[src/rtl/div_unit_mc_pkg.sv]
// Shared encodings for the multi-cycle divider: ALU op codes common to the
// ALU/control unit, the divider FSM state encoding and a decode helper.
package div_unit_mc_pkg;

   // ALU op codes for the RV32M divide group (shared with ALU and control unit)
   localparam logic [4:0] OPDIV  = 5'b01100;
   localparam logic [4:0] OPDIVU = 5'b01101;
   localparam logic [4:0] OPREM  = 5'b01110;
   localparam logic [4:0] OPREMU = 5'b01111;

   // Data-path zero, shared with the ALU writeback logic
   localparam logic [31:0] ZERO = 32'h0000_0000;

   // Divider FSM states
   typedef enum logic [1:0] {
      S_IDLE = 2'd0,
      S_CALC = 2'd1,
      S_FIX  = 2'd2
   } div_state_t;

   // True for any of the four divide/remainder op codes
   function automatic logic is_div_op(input logic [4:0] op);
      return (op == OPDIV) || (op == OPDIVU) || (op == OPREM) || (op == OPREMU);
   endfunction

endpackage

[src/rtl/div_unit_mc_div_step.sv]
// One restoring-division iteration: shift {rem,quo} left by one, try to
// subtract the divisor, keep the difference when it does not borrow and
// shift the resulting quotient bit into quo.
module div_step #(
   parameter int WIDTH = 32
) (
   input  logic [WIDTH-1:0] rem,
   input  logic [WIDTH-1:0] quo,
   input  logic [WIDTH-1:0] divisor,
   output logic [WIDTH-1:0] rem_next,
   output logic [WIDTH-1:0] quo_next
);

   logic [WIDTH:0]   shifted;
   logic [WIDTH-1:0] diff;
   logic             borrow;

   // Trial subtraction; the partial remainder is WIDTH+1 bits after the shift
   always_comb begin
      shifted  = {rem, quo[WIDTH-1]};
      borrow   = (shifted < {1'b0, divisor});
      diff     = shifted[WIDTH-1:0] - divisor;
      rem_next = borrow ? shifted[WIDTH-1:0] : diff;
      quo_next = {quo[WIDTH-2:0], ~borrow};
   end

endmodule

[src/rtl/div_unit_mc.sv]
// Multi-cycle iterative divider for RV32M DIV/DIVU/REM/REMU.
// Handshake (valid/ready): a request is taken on a rising clock edge where
// iStart=1, oReady=1 and iFlush=0. oReady is high exactly while the FSM is
// idle (including the oDone cycle, so back-to-back requests are taken).
// oDone pulses for one cycle per completed request and oResult holds the
// value until the next completion. Requests while busy are dropped.
// Divide-by-zero, signed overflow and non-divide op codes bypass the
// iteration and complete one edge after acceptance.
module div_unit_mc
   import div_unit_mc_pkg::*;
#(
   parameter int WIDTH = 32
) (
   input  logic             iCLK,
   input  logic             iRST,
   input  logic             iStart,
   input  logic [4:0]       iControlSignal,
   input  logic [WIDTH-1:0] iA,
   input  logic [WIDTH-1:0] iB,
   input  logic             iFlush,
   output logic             oReady,
   output logic             oDone,
   output logic [WIDTH-1:0] oResult,
   output div_state_t       dbg_state
);

   localparam int            CW    = $clog2(WIDTH) + 1;
   localparam logic [CW-1:0] ITERS = CW'(WIDTH);

   div_state_t       state;
   div_state_t       state_next;
   logic [CW-1:0]    count;
   logic [WIDTH-1:0] rem_q;
   logic [WIDTH-1:0] quo_q;
   logic [WIDTH-1:0] dvs_q;
   logic [WIDTH-1:0] special_res_q;
   logic             is_rem_q;
   logic             neg_quo_q;
   logic             neg_rem_q;
   logic             special_q;

   logic             fsm_ready;
   logic             done_set;
   logic             accept;
   logic             op_signed;
   logic             op_rem;
   logic             op_is_div;
   logic             sign_a;
   logic             sign_b;
   logic             div_zero;
   logic             sgn_ovf;
   logic             special;
   logic [WIDTH-1:0] abs_a;
   logic [WIDTH-1:0] abs_b;
   logic [WIDTH-1:0] special_val;
   logic [WIDTH-1:0] step_rem;
   logic [WIDTH-1:0] step_quo;
   logic [WIDTH-1:0] fixed_res;

   // Request decode: operand magnitudes and special-case detection
   always_comb begin
      op_is_div   = is_div_op(iControlSignal);
      op_signed   = (iControlSignal == OPDIV) || (iControlSignal == OPREM);
      op_rem      = (iControlSignal == OPREM) || (iControlSignal == OPREMU);
      sign_a      = op_signed & iA[WIDTH-1];
      sign_b      = op_signed & iB[WIDTH-1];
      abs_a       = sign_a ? (~iA + 1'b1) : iA;
      abs_b       = sign_b ? (~iB + 1'b1) : iB;
      div_zero    = (iB == '0);
      sgn_ovf     = op_signed && (iA == {1'b1, {(WIDTH-1){1'b0}}}) && (iB == '1);
      special     = ~op_is_div | div_zero | sgn_ovf;
      special_val = '0;
      if (!op_is_div) begin
         special_val = '0;
      end else if (div_zero) begin
         special_val = op_rem ? iA : '1;
      end else if (sgn_ovf) begin
         special_val = op_rem ? '0 : iA;
      end
      accept = iStart & fsm_ready & ~iFlush;
   end

   div_step #(.WIDTH(WIDTH)) u_step (
      .rem      (rem_q),
      .quo      (quo_q),
      .divisor  (dvs_q),
      .rem_next (step_rem),
      .quo_next (step_quo)
   );

   // Sign correction of the unsigned quotient/remainder
   always_comb begin
      if (is_rem_q) begin
         fixed_res = neg_rem_q ? (~rem_q + 1'b1) : rem_q;
      end else begin
         fixed_res = neg_quo_q ? (~quo_q + 1'b1) : quo_q;
      end
   end

   // FSM state register
   always_ff @(posedge iCLK or negedge iRST) begin
      if (!iRST) begin
         state <= S_IDLE;
      end else begin
         state <= state_next;
      end
   end

   // FSM next-state logic; flush overrides everything
   always_comb begin
      state_next = state;
      if (iFlush) begin
         state_next = S_IDLE;
      end else begin
         case (state)
            S_IDLE: if (accept) state_next = special ? S_FIX : S_CALC;
            S_CALC: if (count == CW'(1)) state_next = S_FIX;
            S_FIX:  state_next = S_IDLE;
            default: state_next = S_IDLE;
         endcase
      end
   end

   // FSM outputs
   always_comb begin
      fsm_ready = (state == S_IDLE);
      done_set  = (state == S_FIX) && !iFlush;
      oReady    = fsm_ready;
      dbg_state = state;
   end

   // Operand capture on accept, one restoring step per CALC cycle
   always_ff @(posedge iCLK or negedge iRST) begin
      if (!iRST) begin
         count         <= '0;
         rem_q         <= '0;
         quo_q         <= '0;
         dvs_q         <= '0;
         special_res_q <= '0;
         is_rem_q      <= 1'b0;
         neg_quo_q     <= 1'b0;
         neg_rem_q     <= 1'b0;
         special_q     <= 1'b0;
      end else if (accept) begin
         count         <= ITERS;
         rem_q         <= '0;
         quo_q         <= abs_a;
         dvs_q         <= abs_b;
         special_res_q <= special_val;
         is_rem_q      <= op_rem;
         neg_quo_q     <= sign_a ^ sign_b;
         neg_rem_q     <= sign_a;
         special_q     <= special;
      end else if ((state == S_CALC) && !iFlush) begin
         count <= count - 1'b1;
         rem_q <= step_rem;
         quo_q <= step_quo;
      end
   end

   // Result register and single-cycle completion pulse
   always_ff @(posedge iCLK or negedge iRST) begin
      if (!iRST) begin
         oDone   <= 1'b0;
         oResult <= '0;
      end else begin
         oDone <= done_set;
         if (done_set) begin
            oResult <= special_q ? special_res_q : fixed_res;
         end
      end
   end

endmodule

[config.mk]
export PLATFORM = sky130hd
export DESIGN_NAME = div_unit_mc
export DESIGN_NICKNAME = d
export VERILOG_FILES = /design/src/rtl/div_unit_mc_pkg.sv /design/src/rtl/div_unit_mc_div_step.sv /design/src/rtl/div_unit_mc.sv
export SDC_FILE = /design/constraint.sdc
export NUM_CORES = 1
export LEC_CHECK = 0
export ABC_AREA = 1
export ABC_CLOCK_PERIOD_IN_PS = 2000
export CORE_UTILIZATION = 30
export CTS_BUF_LIST = sky130_fd_sc_hd__clkbuf_4 sky130_fd_sc_hd__clkbuf_8 sky130_fd_sc_hd__clkbuf_16
export DETAILED_ROUTE_END_ITERATION = 12
export DONT_BUFFER_PORTS = 1
export PLACE_DENSITY_LB_ADDON = 0.1
export SETUP_SLACK_MARGIN = 0.1
export SLEW_MARGIN = 20
export SYNTH_ARGS = -nofsm -noshare
export SYNTH_HDL_FRONTEND = slang
export SYNTH_SLANG_ARGS = --single-unit
[constraint.sdc]
create_clock -name iCLK -period 2 [get_ports iCLK]
set_clock_uncertainty 0.1 [all_clocks]
set_input_delay 0.4 -clock iCLK [delete_from_list [all_inputs] [get_ports iCLK]]
set_output_delay 0.4 -clock iCLK [all_outputs]
set_load 0.005 [all_outputs]
==> reports/metrics.yaml <==
status: "finished with violations"
violations: "hold timing, setup timing"
synthFlopType: "dfrtp_1"
grt_pass1_wl_um: 97570
wl_per_cell_um: 19.42
dp_slack_ns: -0.3441
layout.area.seq_um2: 4354
placementRows: 79
worstMarginPinSlew_ns: 0.8449
async_flop_share_pct: 100.0
grt_overflow: 0
period_needed_ns: 2.217
grt_setup_unrepaired: "true"
die_h_um: 221.0
synth-edff-count: 0
cts_tree: "yes"
vias: 16970
htreeDepth: 4
gr-usage-all-layers_pct: 26.26
numPortBuffers: 0
critPathMostFrequentCell: "nand2_1"
dp_hpwl_um: 50160
ir_drop_mv: 0.5335
top_usage_layer: "met2"
grt_util_met3_pct: 4.130
multi_input_area_um2: 10460
n_fill_cell: 4934
syn2layout_area_growth_pct: 45.86
clock-root-buffer: "clkbuf_16"
grt_use_met1_pct: 38.62
cts_hold_buf: 16
setup_tns_ns: -6.001
ys_seq_elements: 173
critPathCaptureType: "flop"
whs_ns: -0.5152
clock.fmax_mhz: 451.1
hold_viol_final: 173
finalMaxSlewViolations: 0
fp.coreArea_um2: 46950
finalSetupViolCount: 45
grt_max_degree: 174
synthCells: 2360
dr.pass1.iters: 7
die_area_um2: 48850
critPathSlowestCell: "dfrtp_2"
drc_errors: 0
post-route-util_pct: 44.71
critPathArrivalTime_ns: 2.57
worstSetupStartpointType: "flop"
fin_area_um2: 20990
hp-class: "in2async"
synth_area_per_cell_um2: 6.098
fin_crit_sh_pct: 110.8
ios: 109
critPathBufInv: 2
cap_violations: 0
crit_type: "reg2reg"
via_per_inst: 5.092
drt-initial-drc-count: 1490
final_cell_mix: "665 x nand2_1, 324 x buf_4, 262 x inv_1"
use_met2_pct: 39.49
die_w_um: 221.0
drive_gt1_share_pct: 31.03
clk_latency_ns: 0.51
drt-total-wl_um: 64720
cts_max_path_buffers: 2
slew_headroom_pct: 43.07
cts_buffers: 17
cts_sinks: 173
clk_pin_slew_ns: 0.09
critical-path-max-stage-delay_ns: 0.46
leakage_nw: 10.86
postRouteAntennaNets: 0
synth_warnings: 0
ys_types: 41
crit_path_max_fanout: 10
synth_seq_area_share_pct: 30.08
syn_nets: 2473
gp_congestion: 0.9498
placed_cell_area_um2: 17810
first_global_vias: 16030
final_common_cell: "nand2_1"
final_nets: 2823
layout_setup_ws_ns: -0.2166
antenna_found_initial: 1
synth_area_um2: 14390
crit_chain: "ha_4, nand2_1, nand2_1, nand2_1, nand2_2, nand2_2, a21oi_2, nor2_4, buf_6, nand2_8, buf_4, nand2_1, nand3_2, nand2_2"
cp_top_family: "simple AND/OR/NAND/NOR gates"
crit_required_ns: 2.35
powerDensity_nw_per_um2: 633.2
initial_core_util_pct: 30.65
-- area by class of cell --
class                   count  area share [%]
repair buffers            412           17.40
clock buffers              17           2.027
inverters                 302           5.448
well taps                 607           3.618
clock inverters            15          0.8941
flip-flops and latches    173           20.74
multi-input cells        1804           49.84
diodes                      2         0.02384
-- synthesized netlist by cell type, types with 2 or more instances --
library cell,instances,area (µm²)
a21oi_1,65,325.3
a22oi_1,2,15.01
a31oi_1,2,12.51
and2_1,3,18.77
buf_1,11,41.29
buf_2,19,95.09
buf_4,5,37.54
buf_6,4,45.04
clkbuf_1,42,157.7
dfrtp_1,173,4329
ha_1,39,488.0
inv_1,296,1111
inv_2,6,22.52
nand2_1,784,2943
nand2_2,5,31.28
nand3_1,284,1421
nand3_2,3,30.03
nand3b_1,8,60.06
nand4_1,47,294.0
nor2_1,236,885.9
nor2_2,13,81.33
nor2_4,5,56.30
nor3_1,19,95.09
nor4_1,2,12.51
o2111ai_1,5,43.79
o211ai_1,8,60.06
o21ai_0,176,880.8
o21ai_1,17,85.08
o21bai_1,5,37.54
o221ai_1,4,35.03
o22ai_1,2,12.51
or2_2,3,18.77
xnor2_1,16,140.1
xor2_1,44,385.4
-- what timing repair did --
action                     4_1_cts  5_1_grt
pin swaps                      115      136
hold endpoints to repair       189      173
cloned                           6        3
setup buffers                   42       24
setup endpoints to repair       61       65
resized for setup              307      213
-- metrics by stage --
| stage | std cells | total power, mW | hold slack [ns] |
|---|---|---|---|
| final | 3332 | 13.29 | -0.5152 |
| after global routing | 3330 | 14.05 | -0.5516 |
| after CTS | 3310 | 13.04 | -0.5482 |
| after detailed placement | 3217 | 8.876 | 0.01266 |
| after global placement | 3217 | 8.870 | 0.01467 |
| after floorplan | 2360 | 6.825 | 0.004409 |
-- metal layers --
metal / wire length, µm / part of all wire (%)
met5: 0 / 0
met4: 1252 / 1.9
met3: 3435 / 5.3
met2: 28100 / 43
met1: 31930 / 49
-- where the power goes --
| part | leakage, nW | internal [mW] | switching, mW |
|---|---|---|---|
| clock network | 0.294 | 1.70 | 1.91 |
| registers | 2.21 | 4.04 | 0.491 |
| logic | 8.36 | 2.15 | 3.00 |
| total | 10.9 | 7.90 | 5.39 |
-- cells by family after synthesis --
group | count (synthesis) | synth area share, %
fa+ha+maj | 40 | 3.530
flops | 173 | 30.08
compound gates | 289 | 10.70
simple gates | 1415 | 41.54
xor+xnor | 60 | 3.652
buf+inv | 383 | 10.49
-- registers in the layout (all words and copies together) (netlist names) --
name,count
count,6
dbg_state,2
dvs_q,32
is_rem_q,1
neg_quo_q,1
neg_rem_q,1
oDone,1
oResult,32
quo_q,32
rem_q,32
special_q,1
special_res_q,32
-- path summary, 6_finish.rpt --
check | startpoint | end | slack (ns) | depth (start not counted)
max | rem_q[17] | rem_q[24] | -0.22 | 14
min | iRST | dvs_q[4] | -0.52 | 0
max reg2reg | rem_q[17] | rem_q[24] | -0.22 | 14
min reg2reg | special_res_q[5] | special_res_q[5] | 0.38 | 2
max in group asynchronous | iRST | special_res_q[25] | 2.03 | 0
min in group iCLK | iB[20] | dvs_q[20] | 0.02 | 2
No activity file was read; power rests on OpenSTA's default activity.
